**config.mk**
```make
export PLATFORM = sky130hd
export DESIGN_NAME = ring_meas_seq
export DESIGN_NICKNAME = d
export VERILOG_FILES = /design/src/rtl/ring_meas_seq_pkg.sv /design/src/rtl/ring_meas_seq_gray2bin.sv /design/src/rtl/ring_meas_seq.sv
export SDC_FILE = /design/constraint.sdc
export NUM_CORES = 1
export LEC_CHECK = 0
export CAP_MARGIN = 10
export CORE_ASPECT_RATIO = 0.6
export CORE_MARGIN = 2
export CORE_UTILIZATION = 45
export DETAILED_ROUTE_END_ITERATION = 6
export PLACE_DENSITY = 0.73
export RECOVER_POWER = 50
export SLEW_MARGIN = 20
export SYNTH_ARGS = -nofsm -noshare
export SYNTH_HDL_FRONTEND = slang
export SYNTH_SLANG_ARGS = --single-unit
```
**constraint.sdc**
```tcl
create_clock -name i_clk -period 8.11 [get_ports i_clk]
set_clock_uncertainty 0.1 [all_clocks]
set_input_delay 0.811 -clock i_clk [delete_from_list [all_inputs] [get_ports i_clk]]
set_output_delay 0.811 -clock i_clk [all_outputs]
set_load 0.02 [all_outputs]
```
**src/rtl/ring_meas_seq_pkg.sv**
```systemverilog
// ----------------------------------------------------------------------------
// ring_meas_seq_pkg
// Shared definitions for the ring-oscillator measurement sequencer:
//   - FSM state encoding used by ring_meas_seq
//   - ring-select codes driven to the external counter mux
//   - default width of the ring-counter sample
//   - helper for the number of result bytes sent per measurement
// ----------------------------------------------------------------------------
package ring_meas_seq_pkg;

    // Default width of the Gray-coded ring-counter sample.
    localparam int CNT_W_DEFAULT = 16;

    // Measurement sequencer states.
    typedef enum logic [2:0] {
        ST_IDLE    = 3'd0,
        ST_CLEAR   = 3'd1,
        ST_GATE    = 3'd2,
        ST_SETTLE  = 3'd3,
        ST_CAPTURE = 3'd4,
        ST_SEND    = 3'd5
    } state_e;

    // Ring-select codes; the enum value is the code on o_ring_sel.
    typedef enum logic [1:0] {
        RING_5  = 2'd0,
        RING_11 = 2'd1,
        RING_23 = 2'd2,
        RING_47 = 2'd3
    } ring_sel_e;

    // Number of bytes needed to carry a sample of the given width.
    function automatic int num_bytes(input int width);
        return (width + 7) / 8;
    endfunction

endpackage : ring_meas_seq_pkg

```
**src/rtl/ring_meas_seq_gray2bin.sv**
```systemverilog
// ----------------------------------------------------------------------------
// gray2bin
// Purely combinational Gray-to-binary converter, parameterised by width.
//   b[MSB] = g[MSB];  b[k] = b[k+1] ^ g[k]
// Ports:
//   gray  in  pWIDTH  Gray-coded value
//   bin   out pWIDTH  binary equivalent
// ----------------------------------------------------------------------------
module gray2bin #(
    parameter int pWIDTH = 16
) (
    input  logic [pWIDTH-1:0] gray,
    output logic [pWIDTH-1:0] bin
);

    logic acc;

    // NOTE: every variable assigned here gets a value on every pass before it
    // is read, so no latch is inferred; blocking '=' is correct inside
    // combinational logic because later statements must see earlier results.
    always_comb begin
        acc = 1'b0;
        bin = '0;
        // Running XOR from the MSB down: each binary bit is the parity of all
        // Gray bits at and above it.
        for (int k = pWIDTH - 1; k >= 0; k--) begin
            acc    = acc ^ gray[k];
            bin[k] = acc;
        end
    end

endmodule : gray2bin

```
**src/rtl/ring_meas_seq.sv**
```systemverilog
// ----------------------------------------------------------------------------
// ring_meas_seq
// Sequencer for one ring-oscillator frequency measurement:
//   IDLE -> CLEAR (1 cycle counter clear) -> GATE (2^win cycles enable)
//   -> SETTLE (pSETTLE cycles) -> CAPTURE (Gray->binary sample)
//   -> SEND (result bytes, MSB first, valid/ack handshake) -> IDLE
// All outputs are registered. Reset is synchronous, active-high.
// Ports:
//   i_clk        in   reference clock
//   i_rst        in   synchronous active-high reset
//   i_start      in   measurement request, honoured only in IDLE
//   i_ring_sel   in   ring to measure (ring_sel_e code)
//   i_win        in   gate window exponent, window = 2^i_win cycles
//   i_cnt_gray   in   Gray-coded ring count, already in the i_clk domain
//   i_ack        in   consumer accepts o_data
//   o_ring_sel   out  latched ring select for the counter mux
//   o_clr        out  one-cycle counter clear
//   o_gate       out  counter enable
//   o_busy       out  high in every state except IDLE
//   o_valid      out  o_data holds a result byte
//   o_data       out  result byte
//   o_last       out  o_data is the least-significant (final) byte
// ----------------------------------------------------------------------------
module ring_meas_seq
    import ring_meas_seq_pkg::*;
#(
    parameter int pCNT_W  = CNT_W_DEFAULT,
    parameter int pSETTLE = 3            // must be >= 1
) (
    input  logic              i_clk,
    input  logic              i_rst,
    input  logic              i_start,
    input  logic [1:0]        i_ring_sel,
    input  logic [3:0]        i_win,
    input  logic [pCNT_W-1:0] i_cnt_gray,
    input  logic              i_ack,
    output logic [1:0]        o_ring_sel,
    output logic              o_clr,
    output logic              o_gate,
    output logic              o_busy,
    output logic              o_valid,
    output logic [7:0]        o_data,
    output logic              o_last
);

    // Result is sent as whole bytes; a width that is not a byte multiple is
    // zero-padded at the top.
    localparam int NBYTES = num_bytes(pCNT_W);
    localparam int PAD_W  = NBYTES * 8;
    localparam int IDX_W  = (NBYTES > 1) ? $clog2(NBYTES) : 1;
    localparam int SET_W  = (pSETTLE > 1) ? $clog2(pSETTLE) : 1;

    localparam logic [IDX_W-1:0] LAST_IDX    = IDX_W'(NBYTES - 1);
    localparam logic [SET_W-1:0] SETTLE_LAST = SET_W'(pSETTLE - 1);

    state_e              state;
    logic [3:0]          win_q;
    logic [15:0]         gate_cnt;
    logic [15:0]         gate_last;
    logic [SET_W-1:0]    settle_cnt;
    logic [pCNT_W-1:0]   result;
    logic [IDX_W-1:0]    byte_idx;

    logic [pCNT_W-1:0]   cnt_bin;
    logic [PAD_W-1:0]    cnt_bin_pad;
    logic [PAD_W-1:0]    result_pad;

    gray2bin #(
        .pWIDTH (pCNT_W)
    ) u_gray2bin (
        .gray (i_cnt_gray),
        .bin  (cnt_bin)
    );

    assign cnt_bin_pad = PAD_W'(cnt_bin);
    assign result_pad  = PAD_W'(result);

    // Final gate cycle index: 2^win - 1 (at most 32767, fits the 16-bit count).
    assign gate_last = (16'd1 << win_q) - 16'd1;

    // Byte idx of a padded value; idx 0 is the least-significant byte.
    function automatic logic [7:0] byte_of(input logic [PAD_W-1:0] v,
                                           input logic [IDX_W-1:0] idx);
        return v[{idx, 3'b000} +: 8];
    endfunction

    // NOTE: sequential state uses non-blocking '<=' so every register samples
    // the pre-edge values of the others, independent of statement order.
    always_ff @(posedge i_clk) begin
        if (i_rst) begin
            state      <= ST_IDLE;
            win_q      <= '0;
            gate_cnt   <= '0;
            settle_cnt <= '0;
            result     <= '0;
            byte_idx   <= '0;
            o_ring_sel <= '0;
            o_clr      <= 1'b0;
            o_gate     <= 1'b0;
            o_busy     <= 1'b0;
            o_valid    <= 1'b0;
            o_data     <= '0;
            o_last     <= 1'b0;
        end else begin
            case (state)
                ST_IDLE: begin
                    if (i_start) begin
                        o_ring_sel <= i_ring_sel;
                        win_q      <= i_win;
                        o_clr      <= 1'b1;
                        o_busy     <= 1'b1;
                        state      <= ST_CLEAR;
                    end
                end

                ST_CLEAR: begin
                    o_clr    <= 1'b0;
                    o_gate   <= 1'b1;
                    gate_cnt <= '0;
                    state    <= ST_GATE;
                end

                ST_GATE: begin
                    if (gate_cnt == gate_last) begin
                        o_gate     <= 1'b0;
                        settle_cnt <= '0;
                        state      <= ST_SETTLE;
                    end else begin
                        gate_cnt <= gate_cnt + 16'd1;
                    end
                end

                ST_SETTLE: begin
                    if (settle_cnt == SETTLE_LAST) begin
                        state <= ST_CAPTURE;
                    end else begin
                        settle_cnt <= settle_cnt + SET_W'(1);
                    end
                end

                ST_CAPTURE: begin
                    // Present the MSB byte straight from the converter so it
                    // is valid on the same edge that loads the result.
                    result   <= cnt_bin;
                    byte_idx <= LAST_IDX;
                    o_data   <= byte_of(cnt_bin_pad, LAST_IDX);
                    o_last   <= (NBYTES == 1);
                    o_valid  <= 1'b1;
                    state    <= ST_SEND;
                end

                ST_SEND: begin
                    if (i_ack) begin
                        if (byte_idx == '0) begin
                            // A start in this same cycle is dropped: IDLE is
                            // only reached after this edge.
                            o_valid <= 1'b0;
                            o_last  <= 1'b0;
                            o_data  <= '0;
                            o_busy  <= 1'b0;
                            state   <= ST_IDLE;
                        end else begin
                            byte_idx <= byte_idx - IDX_W'(1);
                            o_data   <= byte_of(result_pad, byte_idx - IDX_W'(1));
                            o_last   <= (byte_idx == IDX_W'(1));
                        end
                    end
                end

                default: begin
                    o_clr   <= 1'b0;
                    o_gate  <= 1'b0;
                    o_busy  <= 1'b0;
                    o_valid <= 1'b0;
                    o_last  <= 1'b0;
                    state   <= ST_IDLE;
                end
            endcase
        end
    end

endmodule : ring_meas_seq

```
Yosys cells after proc, flatten, opt, wreduce, memory -nomap -nowiden
Cells that the tools add are included.

storage, ports and cells
  output and inout port bits = 15
  flip-flop bits (word level) = 57
  bits of input ports = 26
  word-level logic and storage cells = 98

operators by class
  bitwise logic cells = 19
  shifts and indexed selects = 2
  reduce and logical (&&, ||, !) cells = 18
  equality and inequality tests = 14
  mux-type cells = 28
  add/sub/neg operators = 4

operator list
  kind                   number
  $pmux 16 s2            1
  $pmux 3 s6             1
  $add 16x1->16 const B  1
  $eq 16x16->1           1
  $mux 16                1
  $mux 8                 2
  $pmux 8 s2             1
  $reduce_or 4->1        4
  $shiftx 16x5->8        1
  $shl 1x4->16 const A   1
  $sub 16x1->16 const B  1
  $mux 3                 5
  $xor 1x1->1            15
  $ne 2x2->1 const B     7
  $reduce_and 2->1       6
  $pmux 1 s3             3
  $mux 1                 8
  $eq 3x2->1 const B     2
  $eq 3x3->1 const B     2
  $pmux 1 s2             3
  $reduce_and 3->1       2
  $reduce_bool 2->1      3
  $reduce_and 5->1       1
  $mux 2                 2
  other kinds (8)        11

Depth between registers and ports, before layout
Gate-level depths: netlist of run 1.

  depth in word-level cells = 15
  depth in mapped cells = 15
  gate-level depth less buffers = 11

Hierarchy
A second synthesis of run 1 with hierarchy kept.

unflattened totals
  cells, all modules = 439
  area, all modules = 3490.8 sq um

modules (own cells, without submodules)
  module         cells an instance  sequential area each (sq um)  area an instance (sq um)  instances
  ring_meas_seq  409                980.9                         3067.9                    1
  gray2bin       30                 0.0                           422.9                     1

Worst setup path before layout of run 1
No wires, ideal clock.

  path type = flip-flop to flip-flop
  start point = reg win_q[3]
  end point = reg state[0]
  path buffers = 2
  arrival time = 3.099 ns
  setup slack = 4.841 ns
  cell stages (with the launch flop) = 13
  clock period less this slack = 3.269 ns
  required time = 7.940 ns
  library setup time = 0.070 ns
  cells stage by stage = dfxtp_1 buf_6 or4_4 ha_1 buf_2 nor4b_1 a221oi_2 xnor2_1 a2111oi_4 and4bb_4 a21oi_1 or3_1 a21oi_1

on the way
  longest elaborated chain between the ends = 5

RTL lines
  what                        line                  text
  start, declared             ring_meas_seq.sv:57   logic [3:0] win_q;
  start signal, assigned      ring_meas_seq.sv:109  win_q <= i_win;
  $shl 1x4->16                ring_meas_seq.sv:79   assign gate_last = (16'd1 << win_q) - 16'd1;
  $sub 16x1->16               ring_meas_seq.sv:79
  $eq 16x16->1                ring_meas_seq.sv:124  if (gate_cnt == gate_last) begin
  $ne 2x2->1 (no line)        n/a
  $reduce_and 5->1 (no line)  n/a
  end signal, assigned        ring_meas_seq.sv:91   state <= ST_IDLE;
  end signal, assigned        ring_meas_seq.sv:127  state <= ST_SETTLE;
  end signal, assigned        ring_meas_seq.sv:135  state <= ST_CAPTURE;
  end, declared               ring_meas_seq.sv:56   state_e state;

No other way between the ends.
A chain may end at the register's enable or synchronous reset.

Worst setup path after layout of run 1
  start point = reg win_q[3]
  end point = reg gate_cnt[9]

on the way
  longest elaborated chain between the ends = 5

RTL lines
  what                        line                  text
  $shl 1x4->16                ring_meas_seq.sv:79
  $sub 16x1->16               ring_meas_seq.sv:79
  $eq 16x16->1                ring_meas_seq.sv:124
  $ne 2x2->1 (no line)        n/a
  $reduce_and 2->1 (no line)  n/a
  end signal, assigned        ring_meas_seq.sv:129  gate_cnt <= gate_cnt + 16'd1;
  end, declared               ring_meas_seq.sv:58   logic [15:0] gate_cnt;

No other way between the ends.

==> results by group, run 1 <==
Status
  – Status: finished with violations
  – Violated checks: max-capacitance violations, max-slew violations

Hold path
  – Hold Crit Class: reg -> reg

Power
  – P_leak: about 0.0013 uW
  – Peak supply drop: between 0.1 and 0.15 mV
  – PwrDens: a little under 200 nW/um^2

Critical path
  – Type of origin of the critical path: flop
  – Critical Path RT: between 8 and 9 ns
  – CP endpoint: gate_cnt[9]
  – CP Class: reg -> reg
  – RR Startpoint: win_q[3]
  – CP endpoint kind: flop
  – Maximum fanout along the worst path: 22
  – CP startpoint: win_q[3]
  – Register-to-Register Path Depth: 10
  – Arrival time worst endpoint: between 4 and 5 ns
  – Worst R2R End: gate_cnt[9]
  – Flop2flop setup slack: 3.87 ns

Yosys
  – Mean Syn Cell Area: around 8 sq um
  – Mapped Nets: just over 400
  – Yosys Warn Count: 0
  – Seq/Total Area, Yosys: around 32%
  – Asr flop ratio synth: 0%
  – Cell Area, Synth: just over 3000 sq um
  – Post-synth EDFFs: 0
  – Cell variety after synth: a little under 60
  – Flops & latches, synth: slightly below 50
  – Dominant synthesized flop cell: dfxtp_1
  – Cells after Synth: roughly 380

Global route
  – Vias in the first global route: about 2500
  – Largest net degree at the start of global routing: 37
  – Initial antenna violation count: 0
  – Wire length of the first global-routing pass: approximately 12000 um
  – Total gr overflow: 0
  – GRT Total Usage: about 21%

STA
  – Final Hold Viols: 0
  – Tcrit/Tclk final: between 50 and 60%
  – Maximum clock rate: between 0.2 and 0.25 GHz
  – TNS Setup: 0 ns
  – # setup viols final: 0
  – Worst rel slew slack: -6.831%
  – Least-Margin Pin Slew: between 1.5 and 2 ns
  – Hold WS: about 0.38 ns
  – RSZ-0062 raised after global routing: no
  – Slew Viols, Final: 37
  – Minimum clock period: 4.244 ns

Clocking
  – CTS buffer count: 5
  – Gates resized, CTS repair: 0
  – Clock Path Buffers: 2
  – Postcts setup bufs: 0
  – Clk slew on worst S/H paths: ~0.09 ns
  – Clock Tree Root: clkbuf_8
  – H-tree levels: 2
  – Hold Buf Count CTS: 0
  – CTS sink count: 49
  – TritonCTS clock tree: yes
  – Clk_lat worst skew: about 0.32 ns

Routing
  – Final ANT Viol Nets: 0
  – Post-route DRC: 0
  – Iteration-0 DRC Markers: between 200 and 300
  – WL final: 7324 um
  – DR vias: approximately 2800
  – DR WL/cell: 15.01 um
  – TritonRoute pass-1 iters: 5
  – Via/cell ratio: roughly 5.7

Finish
  – Final net count: around 430
  – Antenna cells: 0
  – Share of cells above drive strength 1: about 4.2%
  – Syn-to-layout area delta: 15.99%

Die
  – Die Wd: ~110 um
  – Starting Density: around 46%
  – Die area: 7405 sq um
  – Row count: 23
  – Die span in y: roughly 67 um
  – Core area: around 6600 sq um
  – IO Count: between 40 and 50

Placed design
  – Routability Congestion: roughly 0.87
  – Post-DP HPWL: between 5000 and 6000 um
  – Port Buffers: 40

Flow run
  – MaxCap Viol Count: 1
## cells by family (layout without fill, tap and decap cells)
group           count (synthesis)  after routing  synth area share, %
compound gates                102            102                21.54
xor+xnor                       30             30                11.27
fa+ha+maj                       3              3                1.243
buf+inv                        35             58                5.302
flops                          49             49                32.48
mux                            10             10                3.314
simple gates                  149            149                24.86
## registers in the layout, indices dropped and copies added (netlist names)
name        flops
o_last          1
o_ring_sel      2
o_clr           1
result          8
gate_cnt       16
win_q           4
state           3
o_gate          1
o_busy          1
settle_cnt      2
o_valid         1
byte_idx        1
o_data          8
## power by group
part / internal (uW) / switching (uW) / total [uW]
Combinational: 107 / 124 / 231
Sequential: 252 / 26.9 / 278
Clock: 101 / 82.1 / 183
Total: 459 / 233 / 692
## worst min path at each step
| stage | start | end | depth (start not counted) | slack, ns |
|---|---|---|---|---|
| floorplan | result[1] | result[1] | 2 | 0.34 |
| global placement | result[1] | result[1] | 2 | 0.36 |
| detailed placement | result[1] | result[1] | 2 | 0.37 |
| CTS | result[1] | result[1] | 2 | 0.39 |
| global route | result[1] | result[1] | 2 | 0.42 |
| finish | result[1] | result[1] | 2 | 0.38 |
## worst max-delay path: stages, from the launching register on
cell and delay (ns):
dfxtp_1 0.74, or4_4 0.26, ha_1 0.45, nor4b_1 0.60
a31oi_1 0.12, xnor2_1 0.17, a211oi_1 0.37, nand4bb_1 0.29
a21oi_1 0.73, or3_1 0.21, a21oi_1 0.07
## area by class of cell
| cell class | count | area [sq um] |
|---|---|---|
| inverter | 9 | 33.78 |
| clock inverter | 1 | 30.03 |
| clock buffer | 7 | 86.33 |
| fill | 606 | 3087 |
| timing repair buffer | 41 | 404.1 |
| multi-input combinational | 294 | 1859 |
| tap | 87 | 108.9 |
| sequential | 49 | 980.9 |
## Yosys cell counts, drive strengths merged (3+ instances only)
cell / count / area share [%]
buf: 8 / 1.9
nand3: 13 / 2.2
a211oi: 5 / 1.2
nor2: 45 / 5.6
mux2i: 10 / 3.3
or3: 10 / 2.1
ha: 3 / 1.2
clkbuf: 18 / 2.2
xor2: 10 / 2.9
nand2b: 7 / 1.4
and3: 9 / 1.9
o211ai: 8 / 2.0
o21ai: 31 / 5.1
a21oi: 30 / 5.0
inv: 7 / 0.87
nand4: 3 / 0.62
a22oi: 3 / 0.75
and2: 3 / 0.62
a311oi: 3 / 0.87
nand2: 31 / 3.9
a31oi: 4 / 0.83
dfxtp: 49 / 32
nor3: 13 / 2.3
xnor2: 18 / 6.8
## through the flow
step	setup slack (ns)	util, %	total power [uW]	std cells	cell area (sq um)
after global routing	3.293	53.16	736.0	488	3503
after global placement	4.208	51.76	515.1	480	3411
after detailed placement	4.018	51.76	521.0	480	3411
after CTS	3.975	53.52	703.3	488	3527
after floorplan	4.841	-	466.4	378	3020
final	3.866	53.16	692.3	488	3503
## layer usage
layer,track usage (%),wire length [um]
met1,32.14,3783
met2,29.48,2873
met3,4.730,543
met4,8.070,125
met5,0,0
## cell usage in the layout (no fill, tap or decap), types with 3 or more instances in the layout
cell	n
a211oi_1	5
a21oi_1	30
a22oi_1	3
a311oi_1	3
a31oi_1	4
and2_1	3
and3_1	9
clkbuf_8	6
clkdlybuf4s50_1	24
dfxtp_1	49
dlygate4sd3_1	16
ha_1	3
inv_1	7
mux2i_1	10
nand2_1	31
nand2b_1	7
nand3_1	13
nand4_1	3
nor2_1	45
nor3_1	12
o211ai_1	8
o21ai_0	20
o21ai_1	11
or3_1	10
xnor2_1	14
xnor2_2	4
xor2_1	10
No activity file was read; power rests on OpenSTA's default activity.
==> run 2, diff against run 1 <==
Clock period 8.11 ns to 4 ns, I/O delays scaled along.
==> results by group, run 2 (synthesized netlist as in run 1, its figures left out) <==
Status
  – Status: completed

Placed design
  – Routability Congestion: 0.8859 (+2.3%)
  – Pre-CTS WS: 0.5863 ns (-3.432 ns)
  – Inst Count DP: 486 (+1.3%)
  – Post-DP HPWL: 5473 um (-1.1%)
  – Port Buffers: 40 (unchanged)
  – DP Area: 3456 sq um (+1.3%)

STA
  – Maximum clock rate: 0.2889 GHz (+23%)
  – Least-Margin Pin Slew: 0.9715 ns (-0.6310 ns)
  – Final worst slack: 0.5382 ns (-3.328 ns)
  – TNS Setup: 0 ns (unchanged)
  – Tcrit/Tclk final: 86.54% (+34 points)
  – RSZ-0062 raised after global routing: no
  – Slew Viols, Final: 0 (-100%)
  – Minimum clock period: 3.462 ns (-0.7821 ns)
  – # setup viols final: 0 (unchanged)
  – Worst rel slew slack: 35.00% (+42 points)
  – Final Hold Viols: 0 (unchanged)

Routing
  – TritonRoute pass-1 iters: 5 (unchanged)
  – Iteration-0 DRC Markers: 282 (+6.4%)
  – DR vias: 2726 (-2.4%)
  – DR WL/cell: 14.71 um (-2.0%)
  – WL final: 7267 um (-0.78%)
  – Via/cell ratio: 5.518 (-3.6%)
  – Post-route DRC: 0 (unchanged)
  – Final ANT Viol Nets: 0 (unchanged)

Power
  – PwrDens: 378.8 nW/um^2 (+92%)
  – P_leak: 0.001285 uW (-0.17%)
  – Clk network pwr share: 22.5% (-3.9 points)
  – Switching power: 474.5 uW (+100%)
  – Internal power: 853.0 uW (+86%)
  – Gate power share: 36.4% (+3.0 points)
  – Peak supply drop: 0.1982 mV (+78%)
  – Sequential Power Share: 41.2% (+1.0 points)
  – Sw Share: 35.75% (+2.1 points)

Finish
  – Final std cells w/o fill: 494 (+1.2%)
  – Top reg by flops: gate_cnt
  – Antenna cells: 0 (unchanged)
  – Final instance area: 3505 sq um (about the same)
  – Syn-to-layout area delta: 16.03% (about the same)
  – Share of cells above drive strength 1: 5.160% (+0.92 points)
  – Top Registers: gate_cnt: 16 flops, o_data: 8 flops, result: 8 flops
  – Most common cell after layout, fill and taps aside: dfxtp_1
  – Fill cells: 632 (+4.3%)
  – Max FFs per register: 16 (unchanged)
  – Final net count: 435 (+1.4%)
  – Final core utilization: 53.18% (about the same)
  – Commonest non-fill, non-tap cells in the layout: dfxtp_1 (49), nor2_1 (45), nand2_1 (31), a21oi_1 (30), clkdlybuf4s50_1 (24)

Global route
  – Vias in the first global route: 2479 (+0.49%)
  – Total gr overflow: 0 (unchanged)
  – Largest net degree at the start of global routing: 37 (unchanged)
  – Wire length of the first global-routing pass: 11960 um (-0.41%)
  – Initial antenna violation count: 0 (unchanged)
  – GRT Total Usage: 20.95% (-0.47 points)

Clocking
  – Hold Buf Count CTS: 0 (unchanged)
  – CTS buffer count: 5 (unchanged)
  – Gates resized, CTS repair: 0 (unchanged)
  – Clock Path Buffers: 2 (unchanged)
  – Clk slew on worst S/H paths: 0.09 ns (about the same)
  – Postcts setup bufs: 0 (unchanged)
  – CTS sink count: 49 (unchanged)
  – TritonCTS clock tree: yes
  – Clk_lat worst skew: 0.31 ns (about the same)
  – H-tree levels: 2 (unchanged)
  – Clock Tree Root: clkbuf_8

Die
  – Die Wd: 109.8 um (unchanged)
  – Row count: 23 (unchanged)
  – Die span in y: 67.46 um (unchanged)
  – Die area: 7405 sq um (unchanged)
  – Starting Density: 45.83% (unchanged)
  – IO Count: 41 (unchanged)
  – Core area: 6590 sq um (unchanged)

Critical path
  – Flop2flop setup slack: 0.54 ns (-3.33 ns)
  – Critical Path RT: 4.09 ns (-4.11 ns)
  – CP Class: reg -> reg
  – Maximum fanout along the worst path: 21 (-4.5%)
  – Type of origin of the critical path: flop
  – Arrival time worst endpoint: 3.56 ns (-0.77 ns)
  – CP endpoint kind: flop

Hold path
  – Hold Crit Class: reg -> reg

Flow run
  – MaxCap Viol Count: 0 (-1)
## run 2: cell types whose count changed in the layout (fill, tap and decap cells not counted)
cell,previous run,this run
clkbuf_8,6,5
xnor2_1,14,16
xnor2_2,4,2
clkinvlp_4,0,2
buf_4,0,6
bufinv_16,1,0
## run 2: power by group through the flow
stage	sequential [uW]	combinational, uW	clock [uW]
5_1_grt	551	535	322
3_5_place_dp	557	503	0
6_report	546	483	298
4_1_cts	546	505	307
3_3_place_gp	556	495	0
2_1_floorplan	548	398	0
## run 2: final timing paths
| check | startpoint | endpoint | cells past startpoint |
|---|---|---|---|
| min reg2reg | settle_cnt[1] | settle_cnt[1] | 2 |
| min | settle_cnt[1] | settle_cnt[1] | 2 |
| max reg2reg | win_q[3] | gate_cnt[9] | 13 |
| max | win_q[3] | gate_cnt[9] | 13 |
## run 2: final cells by class
type                    instances  area, sq um  share of cell area (%)
multi-input cells             294         1844                   52.62
repair buffers                 47        449.2                   12.82
clock buffers                   6        72.57                   2.071
well taps                      87        108.9                   3.106
flip-flops and latches         49        980.9                   27.99
clock inverters                 2        15.01                  0.4284
inverters                       9        33.78                  0.9639
## run 2: worst max-delay path, cell delays in order (launching register included)
cell and delay [ns]:
dfxtp_1 0.34, buf_4 0.23, nor3_1 0.08, nand2_1 0.07, ha_1 0.43, nor4b_1 0.53
a31oi_1 0.12, xnor2_1 0.16, a211oi_1 0.40, nand4bb_1 0.30, a21oi_1 0.21, buf_4 0.19
or3_1 0.12, a21oi_1 0.06
## run 2: stage by stage
stage | power, uW | hold WS [ns]
after CTS | 1357 | 0.3996
after detailed placement | 1060 | 0.3865
final | 1328 | 0.3984
after floorplan | 945.7 | 0.3369
after global routing | 1408 | 0.4298
after global placement | 1051 | 0.3652
## run 2: routing by layer
layer	global-route usage, %	part of all wire (%)	up-vias
met5	0	0	-
met4	4.747	0.85	0
met3	4.537	5.1	7
met2	28.32	37	72
met1	33.04	57	1241
li1	-	-	1406
==> run 3, diff against run 2 <==
Settings changed: SLEW_MARGIN 20 to default, TNS_END_PERCENT from default to 5.
==> results of run 3 <==
Same layout as run 2: the final DEF is identical, and so are final timing and power.
